## config.mk

```make
export PLATFORM = sky130hd
export DESIGN_NAME = alu_arbiter_flat
export DESIGN_NICKNAME = d
export VERILOG_FILES = /design/src/rtl/alu_arbiter_if.sv /design/src/rtl/alu_arbiter.sv /design/src/flat_wrapper.sv
export SDC_FILE = /design/constraint.sdc
export NUM_CORES = 1
export LEC_CHECK = 0
export CAP_MARGIN = 20
export CORE_MARGIN = 2
export CORE_UTILIZATION = 49
export DETAILED_ROUTE_END_ITERATION = 8
export GPL_TIMING_DRIVEN = 0
export PLACE_DENSITY = 0.79
export SLEW_MARGIN = 10
export SYNTH_ARGS = -nofsm -noshare
export SYNTH_HDL_FRONTEND = slang
export SYNTH_SLANG_ARGS = --single-unit
```

## constraint.sdc

```tcl
create_clock -name clk -period 3.3 [get_ports clk]
set_input_delay 0.495 -clock clk [delete_from_list [all_inputs] [get_ports clk]]
set_output_delay 0.495 -clock clk [all_outputs]
set_load 0.02 [all_outputs]
```

## src/rtl/alu_arbiter_if.sv

```systemverilog
`default_nettype none
// ============================================================================
//  Module   : alu_arbiter_if
//  Purpose  : Bundles the two requester channels and the response channel
//             of the shared-ALU arbiter.
//  Ports    : req0_*/req1_* : valid/ready request channels (op, a, b)
//             rsp_*         : valid/ready response channel
//                             (id, result, flags {N,Z,C,V}, err)
//  Modports : slave  - arbiter side
//             master - requester/consumer side
//  Revision : 1.0  initial release
// ============================================================================
interface alu_arbiter_if #(
    parameter int DATA_W = 32
);
    logic              req0_valid;
    logic              req0_ready;
    logic [3:0]        req0_op;
    logic [DATA_W-1:0] req0_a;
    logic [DATA_W-1:0] req0_b;

    logic              req1_valid;
    logic              req1_ready;
    logic [3:0]        req1_op;
    logic [DATA_W-1:0] req1_a;
    logic [DATA_W-1:0] req1_b;

    logic              rsp_valid;
    logic              rsp_ready;
    logic              rsp_id;
    logic [DATA_W-1:0] rsp_result;
    logic [3:0]        rsp_flags;
    logic              rsp_err;

    modport slave (
        input  req0_valid, req0_op, req0_a, req0_b,
        output req0_ready,
        input  req1_valid, req1_op, req1_a, req1_b,
        output req1_ready,
        input  rsp_ready,
        output rsp_valid, rsp_id, rsp_result, rsp_flags, rsp_err
    );

    modport master (
        output req0_valid, req0_op, req0_a, req0_b,
        input  req0_ready,
        output req1_valid, req1_op, req1_a, req1_b,
        input  req1_ready,
        output rsp_ready,
        input  rsp_valid, rsp_id, rsp_result, rsp_flags, rsp_err
    );
endinterface
`default_nettype wire

```

## src/rtl/alu_arbiter.sv

```systemverilog
`default_nettype none
// ============================================================================
//  Module   : alu_arbiter
//  Purpose  : Shares one ADD/SUB/AND/ORR ALU between two requesters.
//             Round-robin grant in IDLE, one EXEC cycle, then the
//             registered response is held in RESP until taken.
//  Ports    : clk   - rising-edge clock
//             reset - synchronous, active-high reset
//             bus   - alu_arbiter_if.slave (request and response channels)
//  Revision : 1.0  initial release
// ============================================================================
module alu_arbiter #(
    parameter int DATA_W = 32
) (
    input  logic           clk,
    input  logic           reset,
    alu_arbiter_if.slave   bus
);
    localparam int         c_MSB     = DATA_W - 1;

    localparam logic [1:0] c_ST_IDLE = 2'd0;
    localparam logic [1:0] c_ST_EXEC = 2'd1;
    localparam logic [1:0] c_ST_RESP = 2'd2;

    localparam logic [3:0] c_OP_ADD  = 4'b0100;
    localparam logic [3:0] c_OP_SUB  = 4'b0010;
    localparam logic [3:0] c_OP_AND  = 4'b0000;
    localparam logic [3:0] c_OP_ORR  = 4'b1100;

    logic [1:0]        r_state;
    logic              r_prio;      // requester favoured on a tie
    logic [3:0]        r_op;
    logic [DATA_W-1:0] r_a;
    logic [DATA_W-1:0] r_b;
    logic              r_id;

    logic              r_rsp_valid;
    logic              r_rsp_id;
    logic [DATA_W-1:0] r_rsp_result;
    logic [3:0]        r_rsp_flags;
    logic              r_rsp_err;

    logic              w_idle;
    logic              w_grant0;
    logic              w_grant1;
    logic              w_ready0;
    logic              w_ready1;
    logic              w_accept;

    logic [DATA_W:0]   w_sum;
    logic [DATA_W-1:0] w_result;
    logic              w_c;
    logic              w_v;
    logic              w_err;
    logic [3:0]        w_flags;

    // ------------------------------------------------------------------
    // Arbitration: only one grant can be true at a time because a tie is
    // resolved by r_prio. Ready is masked during reset so nothing is
    // accepted on the reset edge.
    // ------------------------------------------------------------------
    assign w_idle   = (r_state == c_ST_IDLE) && !reset;
    assign w_grant0 = bus.req0_valid && (!bus.req1_valid || !r_prio);
    assign w_grant1 = bus.req1_valid && (!bus.req0_valid ||  r_prio);
    assign w_ready0 = w_idle && w_grant0;
    assign w_ready1 = w_idle && w_grant1;
    assign w_accept = w_ready0 || w_ready1;

    assign bus.req0_ready = w_ready0;
    assign bus.req1_ready = w_ready1;

    // ------------------------------------------------------------------
    // ALU, fed only from the captured operands. SUB is A + ~B + 1 so the
    // carry out is the ARM-style "no borrow".
    // ------------------------------------------------------------------
    always_comb begin
        w_sum    = '0;
        w_result = '0;
        w_c      = 1'b0;
        w_v      = 1'b0;
        w_err    = 1'b0;
        case (r_op)
            c_OP_ADD: begin
                w_sum    = {1'b0, r_a} + {1'b0, r_b};
                w_result = w_sum[c_MSB:0];
                w_c      = w_sum[DATA_W];
                w_v      = (r_a[c_MSB] == r_b[c_MSB]) && (w_result[c_MSB] != r_a[c_MSB]);
            end
            c_OP_SUB: begin
                w_sum    = {1'b0, r_a} + {1'b0, ~r_b} + (DATA_W+1)'(1);
                w_result = w_sum[c_MSB:0];
                w_c      = w_sum[DATA_W];
                w_v      = (r_a[c_MSB] != r_b[c_MSB]) && (w_result[c_MSB] != r_a[c_MSB]);
            end
            c_OP_AND: w_result = r_a & r_b;
            c_OP_ORR: w_result = r_a | r_b;
            default:  w_err    = 1'b1;
        endcase
    end

    // An unsupported op reports a zero result, hence Z set and all else clear.
    assign w_flags = w_err ? 4'b0100
                           : {w_result[c_MSB], (w_result == '0), w_c, w_v};

    // ------------------------------------------------------------------
    // Control FSM and registers
    // ------------------------------------------------------------------
    always_ff @(posedge clk) begin
        if (reset) begin
            r_state      <= c_ST_IDLE;
            r_prio       <= 1'b0;
            r_op         <= '0;
            r_a          <= '0;
            r_b          <= '0;
            r_id         <= 1'b0;
            r_rsp_valid  <= 1'b0;
            r_rsp_id     <= 1'b0;
            r_rsp_result <= '0;
            r_rsp_flags  <= '0;
            r_rsp_err    <= 1'b0;
        end else begin
            case (r_state)
                c_ST_IDLE: begin
                    if (w_accept) begin
                        r_state <= c_ST_EXEC;
                        r_id    <= w_ready1;
                        r_op    <= w_ready1 ? bus.req1_op : bus.req0_op;
                        r_a     <= w_ready1 ? bus.req1_a  : bus.req0_a;
                        r_b     <= w_ready1 ? bus.req1_b  : bus.req0_b;
                        // Favour the requester that was not just served.
                        r_prio  <= ~w_ready1;
                    end
                end
                c_ST_EXEC: begin
                    r_state      <= c_ST_RESP;
                    r_rsp_valid  <= 1'b1;
                    r_rsp_id     <= r_id;
                    r_rsp_result <= w_err ? '0 : w_result;
                    r_rsp_flags  <= w_flags;
                    r_rsp_err    <= w_err;
                end
                c_ST_RESP: begin
                    if (bus.rsp_ready) begin
                        r_state     <= c_ST_IDLE;
                        r_rsp_valid <= 1'b0;
                    end
                end
                default: begin
                    r_state     <= c_ST_IDLE;
                    r_rsp_valid <= 1'b0;
                end
            endcase
        end
    end

    assign bus.rsp_valid  = r_rsp_valid;
    assign bus.rsp_id     = r_rsp_id;
    assign bus.rsp_result = r_rsp_result;
    assign bus.rsp_flags  = r_rsp_flags;
    assign bus.rsp_err    = r_rsp_err;

endmodule
`default_nettype wire

```

## src/flat_wrapper.sv

```systemverilog
// flat-port wrapper written by rule: the top's interface ports become plain ports
module alu_arbiter_flat 
#(
    parameter int DATA_W = 32
)
  (clk, reset, bus_req0_valid, bus_req0_op, bus_req0_a, bus_req0_b, bus_req0_ready, bus_req1_valid, bus_req1_op, bus_req1_a, bus_req1_b, bus_req1_ready, bus_rsp_ready, bus_rsp_valid, bus_rsp_id, bus_rsp_result, bus_rsp_flags, bus_rsp_err);
  alu_arbiter_if #(.DATA_W(DATA_W)) bus_i ();
  input  logic clk;
  input  logic reset;
  input wire logic [$bits(bus_i.req0_valid)-1:0] bus_req0_valid;
  input wire logic [$bits(bus_i.req0_op)-1:0] bus_req0_op;
  input wire logic [$bits(bus_i.req0_a)-1:0] bus_req0_a;
  input wire logic [$bits(bus_i.req0_b)-1:0] bus_req0_b;
  output wire logic [$bits(bus_i.req0_ready)-1:0] bus_req0_ready;
  input wire logic [$bits(bus_i.req1_valid)-1:0] bus_req1_valid;
  input wire logic [$bits(bus_i.req1_op)-1:0] bus_req1_op;
  input wire logic [$bits(bus_i.req1_a)-1:0] bus_req1_a;
  input wire logic [$bits(bus_i.req1_b)-1:0] bus_req1_b;
  output wire logic [$bits(bus_i.req1_ready)-1:0] bus_req1_ready;
  input wire logic [$bits(bus_i.rsp_ready)-1:0] bus_rsp_ready;
  output wire logic [$bits(bus_i.rsp_valid)-1:0] bus_rsp_valid;
  output wire logic [$bits(bus_i.rsp_id)-1:0] bus_rsp_id;
  output wire logic [$bits(bus_i.rsp_result)-1:0] bus_rsp_result;
  output wire logic [$bits(bus_i.rsp_flags)-1:0] bus_rsp_flags;
  output wire logic [$bits(bus_i.rsp_err)-1:0] bus_rsp_err;
  assign bus_i.req0_valid = bus_req0_valid;
  assign bus_i.req0_op = bus_req0_op;
  assign bus_i.req0_a = bus_req0_a;
  assign bus_i.req0_b = bus_req0_b;
  assign bus_req0_ready = bus_i.req0_ready;
  assign bus_i.req1_valid = bus_req1_valid;
  assign bus_i.req1_op = bus_req1_op;
  assign bus_i.req1_a = bus_req1_a;
  assign bus_i.req1_b = bus_req1_b;
  assign bus_req1_ready = bus_i.req1_ready;
  assign bus_i.rsp_ready = bus_rsp_ready;
  assign bus_rsp_valid = bus_i.rsp_valid;
  assign bus_rsp_id = bus_i.rsp_id;
  assign bus_rsp_result = bus_i.rsp_result;
  assign bus_rsp_flags = bus_i.rsp_flags;
  assign bus_rsp_err = bus_i.rsp_err;
  alu_arbiter #(.DATA_W(DATA_W)) u_core (.clk(clk), .reset(reset), .bus(bus_i));
endmodule
```

==> results of run 1 <==
[cell families after synthesis]
kind of cell	share of synthesized area, %
AND/OR/NAND/NOR	22.2
AO/OA/AOI/OAI	32.1
buffers and inverters	8.59
flip-flops	22.6
adder cells (fa/ha/maj)	12.8
multiplexers	1.44
XOR/XNOR	0.270
[cell usage in the layout, fill, tap and decap left out, types with 32 or more instances in the layout]
cell type / netlist / final
clkdlybuf4s50_1: 0 / 180
nand2_1: 159 / 158
nor2_1: 158 / 152
a21oi_1: 116 / 107
inv_1: 100 / 88
dfxtp_1: 110 / 87
ha_1: 96 / 82
clkbuf_1: 59 / 51
buf_4: 5 / 44
a22oi_1: 38 / 38
o21ai_0: 40 / 34
a311oi_1: 33 / 32
[report_power, final]
part	leakage, nW	switching (mW)	internal, mW	total [mW]
Clock	0.149	0.590	0.540	1.13
Combinational	3.88	1.91	1.35	3.26
Sequential	0.911	0.138	1.48	1.62
Total	4.94	2.64	3.37	6.01
[path summary, 6_finish.rpt]
check                              end  slack (ns)  depth (start not counted)
max            u_core.bus.rsp_flags[2]       -0.30                         10
min          u_core.bus.rsp_result[23]        0.46                          2
max reg2reg    u_core.bus.rsp_flags[2]       -0.30                         10
min reg2reg  u_core.bus.rsp_result[23]        0.46                          2
[worst max-delay path, stage by stage, from the launching register on]
cell      delay (ns)
dfxtp_1         0.54
or4b_2          0.27
clkbuf_1        0.55
clkbuf_2        0.48
o21ai_0         0.24
a211oi_1        0.46
nand4_1         0.23
nor4_4          0.20
nand4_1         0.17
nor4b_2         0.23
a41o_1          0.17
[state kept, by name, indices dropped and copies added, names as in the netlist]
register               count
u_core.r_id                1
u_core.bus.rsp_flags       4
u_core.r_a                32
u_core.bus.rsp_valid       1
u_core.r_state             2
u_core.bus.rsp_id          1
u_core.r_op                4
u_core.bus.rsp_err         1
u_core.r_prio              1
u_core.r_b                32
u_core.bus.rsp_result     31
[cell usage after synthesis, types with 10 or more instances]
| master | number |
|---|---|
| buf_6 | 10 |
| a21o_1 | 13 |
| a221oi_1 | 15 |
| o211ai_1 | 16 |
| nand3_1 | 23 |
| dfxtp_1 | 110 |
| inv_1 | 100 |
| nor3_1 | 34 |
| a31oi_1 | 15 |
| nor2_1 | 158 |
| o21a_1 | 10 |
| a211oi_1 | 28 |
| nor2b_1 | 13 |
| nand2_1 | 159 |
| a221o_1 | 10 |
| a22oi_1 | 38 |
| o31ai_1 | 15 |
| clkbuf_1 | 59 |
| a21oi_1 | 116 |
| or3_1 | 11 |
| o21ai_0 | 40 |
| o221ai_1 | 10 |
| nand4_1 | 13 |
| a311oi_1 | 33 |
| ha_1 | 96 |
| nor4_1 | 10 |
| mux2i_1 | 14 |
| buf_1 | 11 |
[through the flow]
stage,setup TNS (ns),setup slack [ns],instance area [um2],instances,total power [mW]
after detailed placement,-6.74,-1.04,11900,1775,4.29
after floorplan,0,0.00561,9730,1327,3.33
after CTS,-0.399,-0.226,12900,1813,5.75
after global routing,-1.67,-0.425,13300,1829,6.29
after global placement,-7.65,-0.968,11900,1772,4.26
final,-0.836,-0.297,13300,1830,6.01
[metal layers]
layer  track usage (%)  part of all wire [%]  up-vias
met5                 0                     0        -
met4              11.0                   2.1        0
met3              9.21                    12       76
met2              54.2                    43      667
met1              50.1                    43     5361
li1                  -                     -     5264
[cell type report]
type / instances / area [um2] / area share [%]
Multi-Input combinational cell: 1022 / 7400 / 55.6
Sequential cell: 110 / 2240 / 16.8
Timing Repair Buffer: 227 / 2160 / 16.3
Buffer: 87 / 464 / 3.49
Inverter: 102 / 397 / 2.98
Tap cell: 265 / 332 / 2.49
Clock buffer: 9 / 225 / 1.69
Clock inverter: 7 / 77.6 / 0.584
Antenna cell: 1 / 2.50 / 0.0188
[what timing repair did]
action                                  4_1_cts  5_1_grt
resized for setup                           109       72
buffers inserted                             28       14
endpoints found under the setup margin       19       16
pin swaps                                    57       28
gates cloned                                  0        2
endpoints found under the hold margin         0        0
==> run metrics, run 1 <==
status=finished with violations; violated checks=setup timing; syn_area_per_cell=around 7.3 um2; P per Cell Area=around 450 nW/um2; Period minus WS final=3.60 ns; Cell Area, Synth=about 10000 um2; Yosys warnings=0; Synthesized Nets=roughly 1,600; Avg WL per Cell=21.4 um; Final Hold Fails=0; fraction of layout cells with a size suffix above 1=~16%; crit path launch=u_core.r_op[1]; hold slack=between 0.4 and 0.5 ns; Synth top area share=between 20% and 30%; global-route wire length before repair=~60 mm; Critical Path AT=3.91 ns; Die Span Y=around 140 um; CTS tree=built; Num CTS Buffers=9; MaxCap Viol Count=0; vias in the first global route=between 10,000 and 15,000; static power due to leakage=4.94 nW; IO Count=~180; Final setup viols=5; synth unique cells=between 80 and 90; FMAX=about 280 MHz; RSZ-0062 raised after global routing=yes; Layout fillers=around 1,700; Area Growth Syn to Fin=36.6%; CP Class=flop to flop; Final period util=109%; Post-synth top flop=dfxtp_1; Die Span X=about 140 um; DRC=0; H-tree Lvls=3; DRT antenna net count=0; Post-synth EDFFs=0; row count=between 50 and 60; register area share after synthesis=between 20% and 30%; Core Util, Final=68.3%; CP endpoint kind=flop; number of port buffers=180; startpoint of the worst hold path=u_core.bus.rsp_result[23]; initial DRC count=~1,100; Yosys reg bits=110; Synth Instances=1,327; top cells by area, synth=dfxtp_1 23%, ha_1 12%, nand2_1 6.1%; fin worst setup slack=-0.297 ns; CTS Root Cell=clkbuf_16; clock skew=between 0.01 and 0.015 ns; clock sink total=110; CTS Hold Buffers Added=0; Skew-Pair Late Insertion Delay=between 0.3 and 0.4 ns; Worst Max-Slew Pin Slew=between 0.9 and 1 ns; clock tree buffer depth=2; crit start category=flop; Overflow after GRT=0; Initial Util=between 50% and 60%; Worst slew margin=39.1%; max-slew violation count=0; Peak VDD IR=0.000283 V; vias=11,400; Pre-antenna DRT Iters=5; hpwl dp=around 30 mm; fin nets=1,798; hold crit path type=flop to flop; GRT Overall Usage=between 30% and 40%; Worst EP required=3.62 ns; Final GP Congestion=between 1 and 1.5; post-synthesis async set-or-reset flop share=0%; antenna violations before repair=1; Crit Path Max Fanout=10; worst r2r src=u_core.r_op[1]; clock-pin slew on the worst setup and hold paths=~0.08 ns; largest net degree at the start of global routing=22; final WL=roughly 39 mm; die area=21,000 um2; core area=a little under 20,000 um2; post-synth top area cell=dfxtp_1; Via-to-Cell Ratio=6.21
Power figures use the tool's default switching activity.
==> run 2, diff against run 1 <==
SLEW_MARGIN = 20   (was 10)
==> run metrics, run 2 (same netlist as run 1, synthesis figures left out) <==
crit path to=u_core.bus.rsp_flags[2] (unchanged); row count=51 (unchanged); fin nets=1,789 (was 1,798); Design Area, Final=13,200 um2 (was 13,300 um2); Overflow after GRT=0 (unchanged); final WL=39.5 mm (was 39.2 mm); FMAX=274 MHz (was 278 MHz); hold slack=0.452 ns (was 0.457 ns); R2R depth=16 (was 10); MaxCap Viol Count=0 (unchanged); max-slew violation count=0 (unchanged); IO Count=182 (unchanged); hold path depth=2 (unchanged); core area=19,500 um2 (unchanged); reg2reg end=u_core.bus.rsp_flags[2] (unchanged); CTS Hold Buffers Added=0 (unchanged); status=finished with violations (unchanged); Crit Path Max Fanout=4 (was 10); Tot Pwr=6.09 mW (was 6.01 mW); Area Growth Syn to Fin=36.0% (was 36.6%); commonest non-fill, non-tap cell in the layout=clkdlybuf4s50_1 (unchanged); die area=21,000 um2 (unchanged); Seq pwr share=26.6% (was 26.9%); clock sink total=110 (unchanged); Avg WL per Cell=21.7 um (was 21.4 um); Sw Share=44.8% (was 44.0%); Peak VDD IR=0.000272 V (was 0.000283 V); Period minus WS final=3.65 ns (was 3.60 ns); Die Span Y=145 um (unchanged); global-route wire length before repair=60.1 mm (was 59.9 mm); clock-pin slew on the worst setup and hold paths=0.10 ns (was 0.08 ns); crit start category=flop (unchanged); Int Power=3.36 mW (was 3.37 mW); fraction of layout cells with a size suffix above 1=15.8% (was 16.2%); Cell Count, Final, Fillers Out=1,821 (was 1,830); CP Class=flop to flop (unchanged); number of port buffers=180 (unchanged); setup_tns=-0.437 ns (was -0.836 ns); Layout fillers=1,724 (was 1,679); H-tree Lvls=3 (unchanged); CTS Root Cell=clkbuf_16 (unchanged); vias=11,300 (was 11,400); hpwl dp=29.9 mm (was 29.8 mm); Final Hold Fails=0 (unchanged); Critical Path AT=3.98 ns (was 3.91 ns); hold crit path type=flop to flop (unchanged); Final setup viols=4 (was 5); antenna violations before repair=1 (unchanged); static power due to leakage=4.89 nW (was 4.94 nW); largest net degree at the start of global routing=24 (was 22); clock skew=0.0157 ns (was 0.0129 ns); fin worst setup slack=-0.349 ns (was -0.297 ns); Worst EP required=3.63 ns (was 3.62 ns); startpoint of the worst hold path=u_core.bus.rsp_flags[1] (was u_core.bus.rsp_result[23]); Final GP Congestion=1.00 (unchanged); Worst slew margin=28.9% (was 39.1%); Via-to-Cell Ratio=6.20 (was 6.21); clock tree buffer depth=2 (unchanged); Die Span X=145 um (unchanged); CTS tree=built (unchanged); Num CTS Buffers=9 (unchanged); Initial Util=50.0% (unchanged); violated checks=setup timing (unchanged); r2r setup slk=-0.35 ns (was -0.30 ns); placed cell areas=11,900 um2 (about the same); CP endpoint kind=flop (unchanged); combinational fraction of design power=53.5% (was 54.3%); vias in the first global route=10,700 (about the same); Psw=2.73 mW (was 2.64 mW); commonest non-fill, non-tap cells in the layout=180 x clkdlybuf4s50_1, 157 x nand2_1, 151 x nor2_1 (was 180 x clkdlybuf4s50_1, 158 x nand2_1, 152 x nor2_1); post-placement cell count=1,775 (unchanged); DRC=0 (unchanged); Worst Max-Slew Pin Slew=1.06 ns (was 0.905 ns); Final period util=111% (was 109%); crit path launch=u_core.r_a[0] (was u_core.r_op[1]); P per Cell Area=460 nW/um2 (was 452 nW/um2); clock network power share=19.9% (was 18.8%); worst r2r src=u_core.r_a[0] (was u_core.r_op[1]); GRT Overall Usage=36.2% (was 35.9%); Pre-antenna DRT Iters=6 (was 5); initial DRC count=1,102 (was 1,110); RSZ-0062 raised after global routing=yes (unchanged); DRT antenna net count=0 (unchanged); Skew-Pair Late Insertion Delay=0.38 ns (was 0.37 ns)
run 2: changes by cell type in the layout (fill, tap and decap cells not counted), moves of 4 or more:
cell     delta
buf_6       -5
a21oi_1     +4
dfxtp_2     -5
a21oi_2     -4
o31ai_2     -4
run 2: repair_timing:
item,CTS,global route
setup endpoints to repair,21,14
buffers inserted,22,12
pin swaps,37,26
cloned,0,1
resized for setup,101,87
run 2: worst min path at each step:
stage / end / slack [ns]
after floorplan: u_core.bus.rsp_id / 0.43
after global placement: u_core.bus.rsp_id / 0.44
after detailed placement: u_core.bus.rsp_flags[1] / 0.45
after CTS: u_core.bus.rsp_flags[1] / 0.46
after global routing: u_core.bus.rsp_flags[1] / 0.47
final: u_core.bus.rsp_flags[1] / 0.45
run 2: through the flow:
stage               utilization [%]  setup WS [ns]
global route                   68.0         -0.449
detailed placement             61.2         -0.992
floorplan                         -        0.00561
CTS                            65.9         -0.231
finish                         68.0         -0.349
global placement               61.0         -0.968
run 2: power groups by stage:
stage / clock [mW] / combinational (mW) / sequential [mW]
2_1_floorplan: 0 / 1.67 / 1.66
3_3_place_gp: 0 / 2.63 / 1.63
6_report: 1.21 / 3.26 / 1.62
4_1_cts: 1.22 / 2.96 / 1.61
5_1_grt: 1.27 / 3.47 / 1.64
3_5_place_dp: 0 / 2.65 / 1.64
run 2: layout make-up:
| cell class | instances | area [um2] | area share [%] |
|---|---|---|---|
| inverters | 102 | 403 | 3.04 |
| well taps | 265 | 332 | 2.51 |
| plain buffers | 87 | 468 | 3.54 |
| repair buffers | 218 | 2090 | 15.8 |
| clock inverters | 7 | 96.3 | 0.728 |
| diodes | 1 | 2.50 | 0.0189 |
| multi-input cells | 1022 | 7380 | 55.8 |
| clock buffers | 9 | 225 | 1.70 |
| flip-flops and latches | 110 | 2240 | 16.9 |
run 2: critical path, cell delays in order, from the launching register on:
cell      delay (ns)
dfxtp_4         0.37
inv_4           0.06
ha_4            0.14
inv_2           0.04
fa_2            0.35
nor3b_4         0.17
nor3_2          0.30
o211ai_1        0.20
buf_4           0.20
a31oi_2         0.34
o21ba_2         0.21
o21ai_0         0.10
o32a_1          0.33
nor4b_2         0.22
nand4_1         0.16
nor4b_2         0.23
a41o_1          0.17
run 2: per-layer routing:
metal / global-route usage [%] / part of all wire, % / vias up
li1: - / - / 5245
met1: 49.3 / 43 / 5317
met2: 54.3 / 43 / 642
met3: 11.5 / 12 / 83
met4: 11.6 / 2.8 / 0
met5: 0 / 0 / -
==> run 3, diff against run 2 <==
CORE_UTILIZATION = 45   (was 49)
PLACE_DENSITY = 0.73   (was 0.79)
SLEW_MARGIN = default   (was 20)
==> run metrics, run 3 (same netlist as run 1, synthesis figures left out) <==
Worst EP required=3.62 ns (was 3.63 ns); Core Util, Final=64.1% (was 68.0%); crit start category=flop (unchanged); P per Cell Area=450 nW/um2 (was 460 nW/um2); Avg WL per Cell=21.4 um (was 21.7 um); fin worst setup slack=-0.292 ns (was -0.349 ns); Tot Pwr=6.09 mW (about the same); CP Class=flop to flop (unchanged); Buf/Inv on CP=4 (was 3); setup_tns=-1.13 ns (was -0.437 ns); ant diodes=0 (was 1); CP cell instances=inv_1 -> ha_1 -> buf_6 -> nand4_1 -> nor3_4 -> o211ai_1 -> a31oi_2 -> buf_4 -> buf_4 -> nor2_4 -> o221ai_4 -> o31a_1 -> mux2i_1 -> o211ai_2 -> nor4b_2 -> a41o_1 (was inv_4 -> ha_4 -> inv_2 -> fa_2 -> nor3b_4 -> nor3_2 -> o211ai_1 -> buf_4 -> a31oi_2 -> o21ba_2 -> o21ai_0 -> o32a_1 -> nor4b_2 -> nand4_1 -> nor4b_2 -> a41o_1); clock-pin slew on the worst setup and hold paths=0.09 ns (was 0.10 ns); clock tree buffer depth=2 (unchanged); hpwl dp=30.0 mm (was 29.9 mm); FMAX=278 MHz (was 274 MHz); vias in the first global route=10,400 (was 10,700); Final GP Congestion=0.961 (was 1.00); CP endpoint kind=flop (unchanged); CTS Root Cell=clkbuf_16 (unchanged); IO Count=182 (unchanged); most used cell, CP=buf_4 (was nor4b_2); Peak VDD IR=0.000245 V (was 0.000272 V); commonest non-fill, non-tap cells in the layout=180 x clkdlybuf4s50_1, 158 x nand2_1, 153 x nor2_1 (was 180 x clkdlybuf4s50_1, 157 x nand2_1, 151 x nor2_1); Skew-Pair Late Insertion Delay=0.38 ns (about the same); antenna violations before repair=0 (was 1); Die Span X=151 um (was 145 um); Final setup viols=7 (was 4); GRT Overall Usage=34.2% (was 36.2%); Crit-path slowest cell=dfxtp_2 (was dfxtp_4); Critical Path AT=3.91 ns (was 3.98 ns); status=finished with violations (unchanged); initial DRC count=1,404 (was 1,102); commonest non-fill, non-tap cell in the layout=clkdlybuf4s50_1 (unchanged); Area Growth Syn to Fin=39.3% (was 36.0%); DRC=0 (unchanged); Final period util=109% (was 111%); DRT antenna net count=0 (unchanged); max-slew violation count=0 (unchanged); RSZ-0062 raised after global routing=yes (unchanged); CTS tree=built (unchanged); Initial Util=46.0% (was 50.0%); fraction of layout cells with a size suffix above 1=18.5% (was 15.8%); Worst slew margin=28.6% (was 28.9%); static power due to leakage=5.02 nW (was 4.89 nW); number of port buffers=180 (unchanged); die area=22,800 um2 (was 21,000 um2); Crit path max-delay family=compound AO/OA/AOI/OAI gates (unchanged); H-tree Lvls=3 (unchanged); fin nets=1,809 (was 1,789); Overflow after GRT=0 (unchanged); Num CTS Buffers=9 (unchanged); clock sink total=110 (unchanged); Via-to-Cell Ratio=6.16 (was 6.20); Worst Max-Slew Pin Slew=1.06 ns (about the same); MaxCap Viol Count=0 (unchanged); maximum single-stage delay on the critical path=0.38 ns (was 0.37 ns); core area=21,200 um2 (was 19,500 um2); hold crit path type=flop to flop (unchanged); largest net degree at the start of global routing=23 (was 24); global-route wire length before repair=59.6 mm (was 60.1 mm); row count=53 (was 51); Pre-antenna DRT Iters=5 (was 6); Crit Path Max Fanout=10 (was 4); clock skew=0.0225 ns (was 0.0157 ns); violated checks=setup timing (unchanged); final WL=39.6 mm (was 39.5 mm); Final Hold Fails=0 (unchanged); Die Span Y=151 um (was 145 um); vias=11,400 (was 11,300); Period minus WS final=3.59 ns (was 3.65 ns)
==> run 3: cell types whose count changed in the layout (fill, tap and decap cells not counted), sizes merged <==
cell and change:
clkbuf -2, diode -1, clkinvlp +1, clkdlybuf4s15 -1
clkinv -1, buf +23
==> run 3: tightest hold or removal path, delay by kind of cell, from the launching register on <==
| family | cells | cell delay (ns) |
|---|---|---|
| DFF | 1 | 0.32 |
| AOI/OAI and AO/OA | 1 | 0.05 |
| and+or+nand+nor | 1 | 0.05 |
==> run 3: final cells by class <==
type | instances | area, um2
Sequential cell | 110 | 2250
Buffer | 85 | 464
Fill cell | 1908 | 7600
Clock buffer | 9 | 225
Tap cell | 275 | 344
Clock inverter | 7 | 85.1
Inverter | 102 | 405
Timing Repair Buffer | 240 | 2260
Multi-Input combinational cell | 1022 | 7510
==> run 3: final timing paths <==
kind / from / to / slack (ns) / cells past startpoint
setup / recovery: u_core.r_b[8] / u_core.bus.rsp_flags[2] / -0.29 / 16
hold / removal: u_core.bus.rsp_result[19] / u_core.bus.rsp_result[19] / 0.46 / 2
setup reg to reg: u_core.r_b[8] / u_core.bus.rsp_flags[2] / -0.29 / 16
hold reg to reg: u_core.bus.rsp_result[19] / u_core.bus.rsp_result[19] / 0.46 / 2
==> run 3: power by group <==
part | switching [mW] | total, mW | internal [mW]
clock | 0.632 | 1.18 | 0.548
combinational | 1.93 | 3.30 | 1.36
sequential | 0.141 | 1.62 | 1.48
total | 2.70 | 6.09 | 3.39
==> run 3: timing repair <==
item | in CTS | in global routing
setup endpoints to repair | 20 | 24
pin swaps | 59 | 56
setup buffers | 32 | 24
hold buffers | 0 | 0
gates cloned | 1 | 0
gates resized for setup | 151 | 76
==> run 3: routing by layer <==
metal  vias to the layer above  GRT usage [%]  part of all wire [%]
li1                       5298              -                     -
met1                      5393           50.7                    46
met2                       628           51.2                    43
met3                        77           5.06                   9.3
met4                         0           9.30                   2.2
met5                         -              0                     0
==> run 3: through the flow <==
stage	std cells	setup slack, ns	area [um2]	hold WS [ns]
2_1_floorplan	1327	0.00561	9730	0.432
3_3_place_gp	1782	-1.04	11900	0.442
3_5_place_dp	1785	-1.04	11900	0.446
4_1_cts	1830	-0.219	13100	0.463
5_1_grt	1850	-0.342	13600	0.483
6_report	1850	-0.292	13600	0.460
